===== src/rtl/dmem_port_arbiter.sv =====
// dmem_port_arbiter
// Shares the single d_cache port between the memory-stage load/store path
// and the external preload write path. The pipeline normally wins, but a
// starvation counter hands contested cycles to the preload path after
// STARVE_LIM consecutive losses. Grants are combinational. Load data comes
// back registered one cycle later.
module dmem_port_arbiter #(
  parameter int DPW        = 32,
  parameter int STARVE_LIM = 4   // legal range 1..15
) (
  input  logic           i_clk,
  input  logic           i_rst_n,
  // memory-stage pipeline port
  input  logic           i_cpu_req,
  input  logic           i_cpu_we,
  input  logic [DPW-1:0] i_cpu_addr,
  input  logic [DPW-1:0] i_cpu_wdata,
  output logic [DPW-1:0] o_cpu_rdata,
  output logic           o_cpu_rvalid,
  output logic           o_cpu_err,
  output logic           o_stall_m,
  // external preload port
  input  logic           i_ld_req,
  input  logic [DPW-1:0] i_ld_addr,
  input  logic [DPW-1:0] i_ld_wdata,
  output logic           o_ld_gnt,
  // d_cache port
  output logic [DPW-1:0] o_mem_addr,
  output logic [DPW-1:0] o_mem_wd,
  output logic           o_mem_we,
  input  logic [DPW-1:0] i_mem_rd
);

  localparam logic [3:0] LIM_C = STARVE_LIM[3:0];

  // Owner of the port in the previous cycle
  typedef enum logic [1:0] {
    ST_IDLE = 2'd0,
    ST_CPU  = 2'd1,
    ST_LD   = 2'd2
  } owner_e;

  owner_e         r_state;
  owner_e         w_state_next;

  logic [3:0]     r_starve_cnt;
  logic           r_cpu_load;     // previous-cycle pipeline grant was a load
  logic [DPW-1:0] r_cpu_rdata;
  logic           r_cpu_err;

  // request-hold bookkeeping for the stall protocol check
  logic           r_stall_prev;
  logic           r_hold_we;
  logic [DPW-1:0] r_hold_addr;
  logic [DPW-1:0] r_hold_wdata;

  logic           w_misaligned;
  logic           w_cpu_valid;
  logic           w_contested;
  logic           w_starved;
  logic           w_ld_gnt;
  logic           w_cpu_gnt;
  logic           w_stall_m;

  // Request qualification and grant decision. Everything is forced idle
  // while reset is held so nothing touches the cache during reset.
  always_comb begin
    w_misaligned = i_rst_n & i_cpu_req & (i_cpu_addr[1:0] != 2'b00);
    w_cpu_valid  = i_rst_n & i_cpu_req & ~w_misaligned;
    w_contested  = w_cpu_valid & i_ld_req;
    w_starved    = (r_starve_cnt >= LIM_C);
    w_ld_gnt     = i_rst_n & i_ld_req & (~w_cpu_valid | w_starved);
    w_cpu_gnt    = w_cpu_valid & ~w_ld_gnt;
    // a misaligned request is rejected immediately, so it never stalls
    w_stall_m    = w_cpu_valid & ~w_cpu_gnt;
  end

  // Next owner: whoever holds the port this cycle
  always_comb begin
    w_state_next = ST_IDLE;
    if (w_cpu_gnt) begin
      w_state_next = ST_CPU;
    end else if (w_ld_gnt) begin
      w_state_next = ST_LD;
    end
  end

  // Owner state register
  always_ff @(posedge i_clk) begin
    if (!i_rst_n) begin
      r_state <= ST_IDLE;
    end else begin
      r_state <= w_state_next;
    end
  end

  // Starvation counter: counts contested cycles lost by the preload path
  always_ff @(posedge i_clk) begin
    if (!i_rst_n) begin
      r_starve_cnt <= 4'd0;
    end else if (w_ld_gnt) begin
      r_starve_cnt <= 4'd0;
    end else if (w_contested && (r_starve_cnt != 4'hF)) begin
      r_starve_cnt <= r_starve_cnt + 4'd1;
    end
  end

  // Load return path: capture cache data on a granted load
  always_ff @(posedge i_clk) begin
    if (!i_rst_n) begin
      r_cpu_load  <= 1'b0;
      r_cpu_rdata <= '0;
    end else begin
      r_cpu_load <= w_cpu_gnt & ~i_cpu_we;
      if (w_cpu_gnt && !i_cpu_we) begin
        r_cpu_rdata <= i_mem_rd;
      end
    end
  end

  // Misalignment error pulse, one cycle after the offending request
  always_ff @(posedge i_clk) begin
    if (!i_rst_n) begin
      r_cpu_err <= 1'b0;
    end else begin
      r_cpu_err <= w_misaligned;
    end
  end

  // Cache port mux: idle drives zeros with write disabled
  always_comb begin
    o_mem_addr = '0;
    o_mem_wd   = '0;
    o_mem_we   = 1'b0;
    if (w_cpu_gnt) begin
      o_mem_addr = i_cpu_addr;
      o_mem_wd   = i_cpu_wdata;
      o_mem_we   = i_cpu_we;
    end else if (w_ld_gnt) begin
      o_mem_addr = i_ld_addr;
      o_mem_wd   = i_ld_wdata;
      o_mem_we   = 1'b1;
    end
  end

  // Pipeline-facing outputs; rvalid only follows a cycle the pipeline owned
  // with a load, which also suppresses it for stores and across reset.
  always_comb begin
    o_ld_gnt     = w_ld_gnt;
    o_stall_m    = w_stall_m;
    o_cpu_rdata  = r_cpu_rdata;
    o_cpu_rvalid = (r_state == ST_CPU) & r_cpu_load;
    o_cpu_err    = r_cpu_err;
  end

  // Remember the stalled request so the hold check can compare against it
  always_ff @(posedge i_clk) begin
    if (!i_rst_n) begin
      r_stall_prev <= 1'b0;
      r_hold_we    <= 1'b0;
      r_hold_addr  <= '0;
      r_hold_wdata <= '0;
    end else begin
      r_stall_prev <= w_stall_m;
      r_hold_we    <= i_cpu_we;
      r_hold_addr  <= i_cpu_addr;
      r_hold_wdata <= i_cpu_wdata;
    end
  end

  // A stalled pipeline request must stay asserted and unchanged
  always_ff @(posedge i_clk) begin
    if (i_rst_n && r_stall_prev) begin
      assert (i_cpu_req && (i_cpu_we == r_hold_we) &&
              (i_cpu_addr == r_hold_addr) && (i_cpu_wdata == r_hold_wdata));
    end
  end

endmodule


===== config.mk =====
export PLATFORM = sky130hd
export DESIGN_NAME = dmem_port_arbiter
export DESIGN_NICKNAME = d
export VERILOG_FILES = /design/src/rtl/dmem_port_arbiter.sv
export SDC_FILE = /design/constraint.sdc
export NUM_CORES = 1
export LEC_CHECK = 0
export ABC_AREA = 1
export CAP_MARGIN = 0
export CORE_MARGIN = 3
export CORE_UTILIZATION = 28
export CTS_CLUSTER_DIAMETER = 100
export DETAILED_ROUTE_END_ITERATION = 6
export MAX_ROUTING_LAYER = met4
export PLACE_DENSITY = 0.88
export SETUP_SLACK_MARGIN = 0.2
export SYNTH_ARGS = -nofsm -noshare
export SYNTH_HDL_FRONTEND = slang
export SYNTH_SLANG_ARGS = --single-unit

===== constraint.sdc =====
create_clock -name i_clk -period 1.4 [get_ports i_clk]
set_input_delay 0.28 -clock i_clk [delete_from_list [all_inputs] [get_ports i_clk]]
set_output_delay 0.28 -clock i_clk [all_outputs]
set_load 0.02 [all_outputs]

-- Word-level counts from Yosys, hierarchy flattened
Cells that the tools add are included.
- add/sub/neg operators: 1
- $lt $le $gt $ge: 1
- equality and inequality tests: 2
- multiplexer cells: 8
- bitwise gates (word level): 17
- reductions and logical operators: 6
- operator list (cell ; count):
    two-way mux 32 bit ; 4
    AND 1 bit ; 10
    NOT 1 bit ; 6
    adder 4 x 1 -> 4 bit (second input constant) ; 1
    greater-or-equal comparator 4 x 3 -> 1 bit (second input constant) ; 1
    inequality test 4 bit (second input constant) ; 1
    OR reduction 2 bit ; 2
    two-way mux 1 bit ; 3
    equality test 2 x 1 -> 1 bit (second input constant) ; 1
    logical AND 1 bit ; 2
    two-way mux 2 bit ; 1
    nonzero test 2 bit ; 1
    logical NOT 1 bit ; 1
    OR 1 bit ; 1
- register bits: 40
- input bits: 165
- output and inout port bits: 101
- logic and storage cells: 41

-- Depth between registers and ports, before layout
Gate-level depths: netlist of run 1.
- word-level depth: 11
- depth in mapped cells: 9
- gate-level depth less buffers: 8

-- Least setup slack after synthesis of run 1
OpenSTA, ideal clock, no wires.
- kind: reg2out
- start: reg r_starve_cnt[3]
- end: out o_mem_addr[19]
- data arrival time: 1.273 ns
- required time: 1.120 ns
- slack: -0.153 ns
- stages on the path, launching flop included: 8
- buffers on the path: 2
- cells stage by stage: dfxtp_1 -> nor2_1 -> inv_2 -> a21oi_2 -> buf_4 -> buf_6 -> nand2_1 -> nand2_1
- cells in the longest elaborated chain, start to end: 6
- elaborated cells between the ends (all ways): 7
- classes of those cells: order compare (1); mux (2); bitwise (4)
- RTL lines (item ; RTL line ; text):
    from (decl) ; 46 ; logic [3:0] r_starve_cnt;
    from (signal assigned) ; 104 ; r_starve_cnt <= r_starve_cnt + 4'd1;
    greater-or-equal comparator 4 x 3 -> 1 bit * ; 71 ; w_starved = (r_starve_cnt >= LIM_C);
    OR 1 bit * ; 72 ; w_ld_gnt = i_rst_n & i_ld_req & (~w_cpu_valid | w_starved);
    AND 1 bit * ; 72 ;
    NOT 1 bit ; 73 ; w_cpu_gnt = w_cpu_valid & ~w_ld_gnt;
    AND 1 bit ; 73 ;
    two-way mux 32 bit * ; 135 ; if (w_cpu_gnt) begin
    to (decl) ; 28 ; output logic [DPW-1:0] o_mem_addr,
Every way passes the cells marked *; elsewhere a longest branch is shown, timed or not.

-- Final worst setup path of run 1
- start: reg r_starve_cnt[2]
- end: out o_mem_addr[27]
Same word-level chain as after synthesis.

==> metrics.md, run 1 <==
| Metric | Value |
|---|---|
| Outcome | finished, violations left |
| Failing checks | setup timing |
| DR DRC count | 0 |
| Diode count | 0 |
| Vias per inst | around 4.3 |
| Fmax | roughly 520 MHz |
| CP Max Fanout | 7 |
| Layout Cells excl Fill | ~950 |
| Die ar. | around 11000 sq um |
| Pins Over Slew Limit | 0 |
| R2R cell count | 11 |
| Worst-Skew Late Latency | roughly 0.30 ns |
| Grt ovf | 0 |
| Iteration-0 DRC Markers | 190 |
| Die width | between 100 and 150 microns |
| Ys Warns | 0 |
| WS Path Type | reg2out |
| Num rows | 35 |
| Vias | ~4100 |
| Dpl cells | slightly above 900 |
| GR Util All Layers | around a quarter |
| Library cells used by synthesis | 19 |
| Pleak | 3.60 nW |
| Routed WL | between 10000 and 15000 microns |
| Commonest non-fill, non-tap cells in the layout | nand2_1, clkdlybuf4s50_1, inv_1 |
| Critical path's slowest cell | dfxtp_2 |
| CTS Root Cell | clkbuf_8 |
| Clock buffer count from CTS | 5 |
| Clk buf depth | 2 |
| CP dominant cell by count | buf_6 |
| Final setup viols | 99 |
| Post-Synthesis Cells | ~530 |
| Crit-path cells | nor2_4, inv_2, a21oi_4, buf_6, buf_6, buf_12, nand2_2, nand2_2, buf_6 |
| Max cap viols | 0 |
| TritonRoute pass-1 iters | 4 |
| Clock Sinks | 40 |
| Largest net degree at the start of global routing | 26 |
| Reg-to-Reg End | o_cpu_rdata[9] |
| Slew @ Worst Pin | about 0.28 ns |
| Post-synthesis sequential area ratio | between 20% and 30% |
| Reg2reg start | r_starve_cnt[2] |
| Critical Path Source Type | register |
| Register-to-register path setup slack | -0.14 ns |
| Yosys top cell by area | nand2_1 |
| Setup crit end kind | primary output |
| Critical path arrival | around 1.6 ns |
| Core area | roughly 9400 sq um |
| VDD IR max | about 440 uV |
| Reg clk slew, reported paths | about 0.08 ns |
| Fin crit share | 137% |
| DR WL/cell | approximately 16 microns |
| CP Data Required Time | 1.12 ns |
| Critical path's largest stage delay | approximately 0.34 ns |
| Crit. Startpoint | r_starve_cnt[2] |
| Layout cell share with drive strength beyond 1 | around a third |
| Gpl congestion | ~1 |
| Die height | 105 microns |
| Final hold violations | 0 |
| Number of global-route vias before repair | between 4000 and 5000 |
| Worst setup endpoint | o_mem_addr[27] |
| RSZ-0062 raised after global routing | true |
| First-pass GRT wire length | between 20000 and 25000 microns |
| #FFs+latches synth | 40 |
| Max-slew headroom | 81.3% |
| Hold depth | 3 |
| Most common cell after layout, fill and taps aside | nand2_1 |
| Area Growth Syn to Fin | 144% |
| Mapped Area | 2760 sq um |
| Layout Nets | 987 |
| TritonCTS clock tree | built |
| Yosys top cell area share | between 30% and 40% |
| Worst Skew | about 0.014 ns |
| IO buf count | ~270 |
| Minimum clock period | around 1.9 ns |
| Setup TNS | -33.57 ns |
| Top cells by area, synth | nand2_1, dfxtp_1, inv_1 |
| Initial core utilization | 29.4% |
| Pwr Density | approximately 540 nW/um^2 |
| Top-level I/O count | roughly 270 |
| Hpwl dp | 10100 microns |
| H-Tree Level Count | 2 |
| CTS Hold Bufs | 0 |
| Post-synthesis net count | about 690 |
| PnR worst setup slack | -0.512 ns |
| Worst Hold Class | in2reg |
| Syn Area/Cell | between 5 and 6 sq um |
| Initial antenna violation count | 0 |
| Antenna Nets Post-Route | 0 |
==> sequential cells by signal, summed over array words and instances, names as in the netlist <==
name,count
r_state,2
r_starve_cnt,4
o_cpu_rdata,32
r_cpu_load,1
o_cpu_err,1
==> how the worst min path moves through the flow <==
stage	endpoint	slack (ns)	startpoint
finish	o_cpu_err	0.37	i_cpu_addr[0]
CTS	o_cpu_err	0.37	i_cpu_addr[0]
floorplan	o_cpu_err	0.41	i_cpu_addr[0]
global route	o_cpu_err	0.40	i_rst_n
detailed placement	r_starve_cnt[1]	0.48	r_starve_cnt[1]
global placement	r_starve_cnt[1]	0.47	r_starve_cnt[1]
==> synth_stat cells <==
| master | number |
|---|---|
| buf_6 | 5 |
| o21ai_0 | 2 |
| ha_1 | 1 |
| a21oi_2 | 1 |
| a21oi_1 | 3 |
| nand3_1 | 34 |
| nor2_1 | 44 |
| inv_2 | 4 |
| buf_2 | 13 |
| clkinv_1 | 1 |
| clkbuf_1 | 3 |
| dfxtp_1 | 40 |
| nand2_1 | 261 |
| buf_4 | 2 |
| o211ai_2 | 1 |
| inv_1 | 104 |
| nand2_2 | 2 |
| xnor2_1 | 1 |
| buf_1 | 3 |
==> kinds of logic (layout without fill, tap and decap cells) <==
kind of cell,after synthesis,in the layout,share of synthesized area (%)
AOI/OAI and AO/OA,7,7,1.67
and+or+nand+nor,341,341,48.0
adders and majority gates,1,1,0.453
xor gates and xnor gates,1,1,0.317
buffers and inverters,135,432,20.6
DFF,40,40,29.0
==> timing repair <==
item                       CTS  global route
setup endpoints to repair  140           129
gates resized for setup    527            79
buffers inserted            11             2
cloned                      10             2
pin swaps                   10            15
==> through the flow <==
stage	instance area, sq um	power (W)	setup slack [ns]	utilization, %	hold slack [ns]
after floorplan	2990	0.00167	0.00174	-	0.409
after global placement	5880	0.00247	-1.11	62.4	0.473
after detailed placement	5880	0.00248	-1.17	62.4	0.482
after CTS	6580	0.00363	-0.479	69.9	0.373
after global routing	6740	0.00381	-0.611	71.5	0.397
final	6740	0.00365	-0.512	71.5	0.374
==> metal layers <==
metal / share of wire, % / track usage (%)
met4: 2.5 / 6.37
met5: 0 / -
met3: 7.5 / 6.37
met2: 51 / 45.7
met1: 39 / 28.7
==> power by group <==
part	switching (W)	internal (W)
clock	0.000433	0.000584
combinational	0.000620	0.000838
sequential	0.0000128	0.00116
==> worst max-delay path: cells and delay by family (launching register included) <==
family	cells	cell delay, ns
buffers and inverters	5	0.57
flip-flops	1	0.34
AND/OR/NAND/NOR	3	0.28
AO/OA/AOI/OAI	1	0.15
==> final cells by class <==
cell class	instances	area [sq um]
timing repair buffer	315	3420
sequential	40	811
multi-input combinational	350	1800
clock inverter	2	38.8
clock buffer	6	82.6
inverter	109	418
tap	129	161
fill	714	2680
No activity file was read; power rests on OpenSTA's default activity.
==> inputs of run 2 (changes only) <==
--- a/config.mk
+++ b/config.mk
@@ -7,12 +7,12 @@
 export LEC_CHECK = 0
 export ABC_AREA = 1
 export CAP_MARGIN = 0
-export CORE_MARGIN = 3
-export CORE_UTILIZATION = 28
+export CORE_AREA = 2 2 103 105
 export CTS_CLUSTER_DIAMETER = 100
 export DETAILED_ROUTE_END_ITERATION = 6
+export DIE_AREA = 0 0 105 107
 export MAX_ROUTING_LAYER = met4
-export PLACE_DENSITY = 0.88
+export PLACE_DENSITY = 0.87
 export SETUP_SLACK_MARGIN = 0.2
 export SYNTH_ARGS = -nofsm -noshare
 export SYNTH_HDL_FRONTEND = slang
==> metrics.md, run 2 (synthesized netlist as in run 1, its figures left out) <==
| Metric | Value |
|---|---|
| Worst Skew | 0.00969 ns (was 0.0140 ns) |
| Die height | 107 microns (was 105 microns) |
| Fmax | 491 MHz (was 523 MHz) |
| TritonCTS clock tree | built (unchanged) |
| Clk buf depth | 2 (unchanged) |
| Setup crit end kind | primary output (unchanged) |
| Routed WL | 15600 microns (was 14800 microns) |
| Area Growth Syn to Fin | 155% (was 144%) |
| Diode count | 0 (unchanged) |
| Critical path arrival | 1.76 ns (was 1.63 ns) |
| H-Tree Level Count | 2 (unchanged) |
| Layout cell share with drive strength beyond 1 | 38.9% (was 33.6%) |
| Reg clk slew, reported paths | 0.08 ns (about the same) |
| Core area | 10100 sq um (was 9420 sq um) |
| Worst-Skew Late Latency | 0.29 ns (was 0.30 ns) |
| IO buf count | 265 (unchanged) |
| Num rows | 37 (was 35) |
| CTS Root Cell | clkbuf_8 (unchanged) |
| Hpwl dp | 9740 microns (was 10100 microns) |
| Top delay family on crit path | buffers and inverters (unchanged) |
| Hold Crit Start | i_cpu_addr[1] (was i_cpu_addr[0]) |
| Slew @ Worst Pin | 0.337 ns (was 0.280 ns) |
| Gpl congestion | 0.839 (was 0.983) |
| Fin crit share | 146% (was 137%) |
| Minimum clock period | 2.04 ns (was 1.91 ns) |
| Initial core utilization | 27.4% (was 29.4%) |
| Max cap viols | 0 (unchanged) |
| R2R cell count | 11 (unchanged) |
| Max-slew headroom | 77.5% (was 81.3%) |
| Reg2reg start | r_starve_cnt[2] (unchanged) |
| CP Max Fanout | 7 (unchanged) |
| RSZ-0062 raised after global routing | true (unchanged) |
| Setup TNS | -46.31 ns (was -33.57 ns) |
| Iteration-0 DRC Markers | 201 (was 190) |
| Largest net degree at the start of global routing | 34 (was 26) |
| Max reg flops | 32 (unchanged) |
| Pwr Density | 526 nW/um^2 (was 542 nW/um^2) |
| Die ar. | 11200 sq um (was 11100 sq um) |
| Crit. Startpoint | r_starve_cnt[2] (unchanged) |
| Hold depth | 3 (unchanged) |
| Outcome | finished, violations left (unchanged) |
| Number of global-route vias before repair | 4254 (was 4012) |
| TritonRoute pass-1 iters | 4 (unchanged) |
| CTS Hold Bufs | 0 (unchanged) |
| Dpl cells | 924 (was 918) |
| Antenna Nets Post-Route | 0 (unchanged) |
| Die width | 105 microns (about the same) |
| Vias | 4266 (was 4131) |
| Vias per inst | 4.37 (was 4.34) |
| Worst Hold Class | in2reg (unchanged) |
| Most common cell after layout, fill and taps aside | clkdlybuf4s50_1 (was nand2_1) |
| PnR worst setup slack | -0.639 ns (was -0.512 ns) |
| Grt ovf | 0 (unchanged) |
| Final hold violations | 0 (unchanged) |
| DR DRC count | 0 (unchanged) |
| Layout Cells excl Fill | 976 (was 951) |
| Crit-path cells | nor2_4, inv_2, a21oi_4, buf_6, buf_12, buf_12, buf_16, nand2_2, nand2_2, buf_6 (was nor2_4, inv_2, a21oi_4, buf_6, buf_6, buf_12, nand2_2, nand2_2, buf_6) |
| Pleak | 3.73 nW (was 3.60 nW) |
| Pins Over Slew Limit | 0 (unchanged) |
| Top-level I/O count | 266 (unchanged) |
| Final setup viols | 99 (unchanged) |
| # fillers | 787 (was 714) |
| Clock Sinks | 40 (unchanged) |
| Failing checks | setup timing (unchanged) |
| WP buf/inv | 6 (was 5) |
| WS Path Type | reg2out (unchanged) |
| Commonest non-fill, non-tap cells in the layout | clkdlybuf4s50_1, nand2_1, inv_1 (was nand2_1, clkdlybuf4s50_1, inv_1) |
| Critical Path Source Type | register (unchanged) |
| Clock buffer count from CTS | 5 (unchanged) |
| Critical path's slowest cell | dfxtp_2 (unchanged) |
| Initial antenna violation count | 0 (unchanged) |
| CP Data Required Time | 1.12 ns (about the same) |
| VDD IR max | 498 uV (was 438 uV) |
| Layout Utilization | 69.8% (was 71.5%) |
| Layout Nets | 1005 (was 987) |
| Critical path's largest stage delay | 0.34 ns (about the same) |
| Worst path depth | 10 (was 9) |
| GR Util All Layers | 26.0% (was 25.7%) |
| First-pass GRT wire length | 22200 microns (was 22000 microns) |
| DR WL/cell | 16.0 microns (was 15.6 microns) |
## run 2: worst paths after layout
check,end,slack [ns]
max,o_mem_addr[18],-0.64
min,o_cpu_err,0.21
max reg2reg,o_cpu_rdata[22],-0.40
min reg2reg,o_cpu_rdata[19],0.51
## run 2: cell type report
class	count	area [sq um]	share of cell area [%]
tap	136	170	2.42
clock buffer	6	82.6	1.17
multi-input combinational	350	1990	28.3
timing repair buffer	333	3520	50.1
sequential	40	813	11.6
inverter	109	419	5.95
clock inverter	2	38.8	0.551
## run 2: worst min-delay path, stage by stage
cell and delay, ns:
buf_6 0.08, nor2_2 0.04, nor2_1 0.07
## run 2: through the flow
stage	total power, W	setup WS (ns)	hold WS (ns)	area, sq um
finish	0.00370	-0.639	0.209	7040
floorplan	0.00167	0.00174	0.409	2990
CTS	0.00364	-0.583	0.377	6760
global placement	0.00245	-1.14	0.468	5850
detailed placement	0.00247	-1.18	0.476	5850
global route	0.00386	-0.719	0.213	7040
## run 2: what timing repair did
action                     CTS  global route
gates resized for setup    541           130
setup endpoints to repair  140           133
pin swaps                   10            24
gates cloned                 9             3
buffers inserted            23             9
## run 2: metal layers
metal	track usage, %	part of all wire (%)
met5	-	0
met4	9.24	3.3
met3	9.06	8.2
met2	42.6	49
met1	29.7	40
## run 2: power breakdown
| part | internal, W | switching [W] | total, W |
|---|---|---|---|
| clock | 0.000583 | 0.000423 | 0.00101 |
| sequential | 0.00116 | 0.0000122 | 0.00117 |
| combinational | 0.000857 | 0.000667 | 0.00152 |
==> inputs of run 3 (changes only) <==
--- a/config.mk
+++ b/config.mk
@@ -14,6 +14,7 @@
 export MAX_ROUTING_LAYER = met4
 export PLACE_DENSITY = 0.87
 export SETUP_SLACK_MARGIN = 0.2
+export SLEW_MARGIN = 40
 export SYNTH_ARGS = -nofsm -noshare
 export SYNTH_HDL_FRONTEND = slang
 export SYNTH_SLANG_ARGS = --single-unit
==> results of run 3 <==
The final DEF is identical to that of run 2; final timing and power are the same.
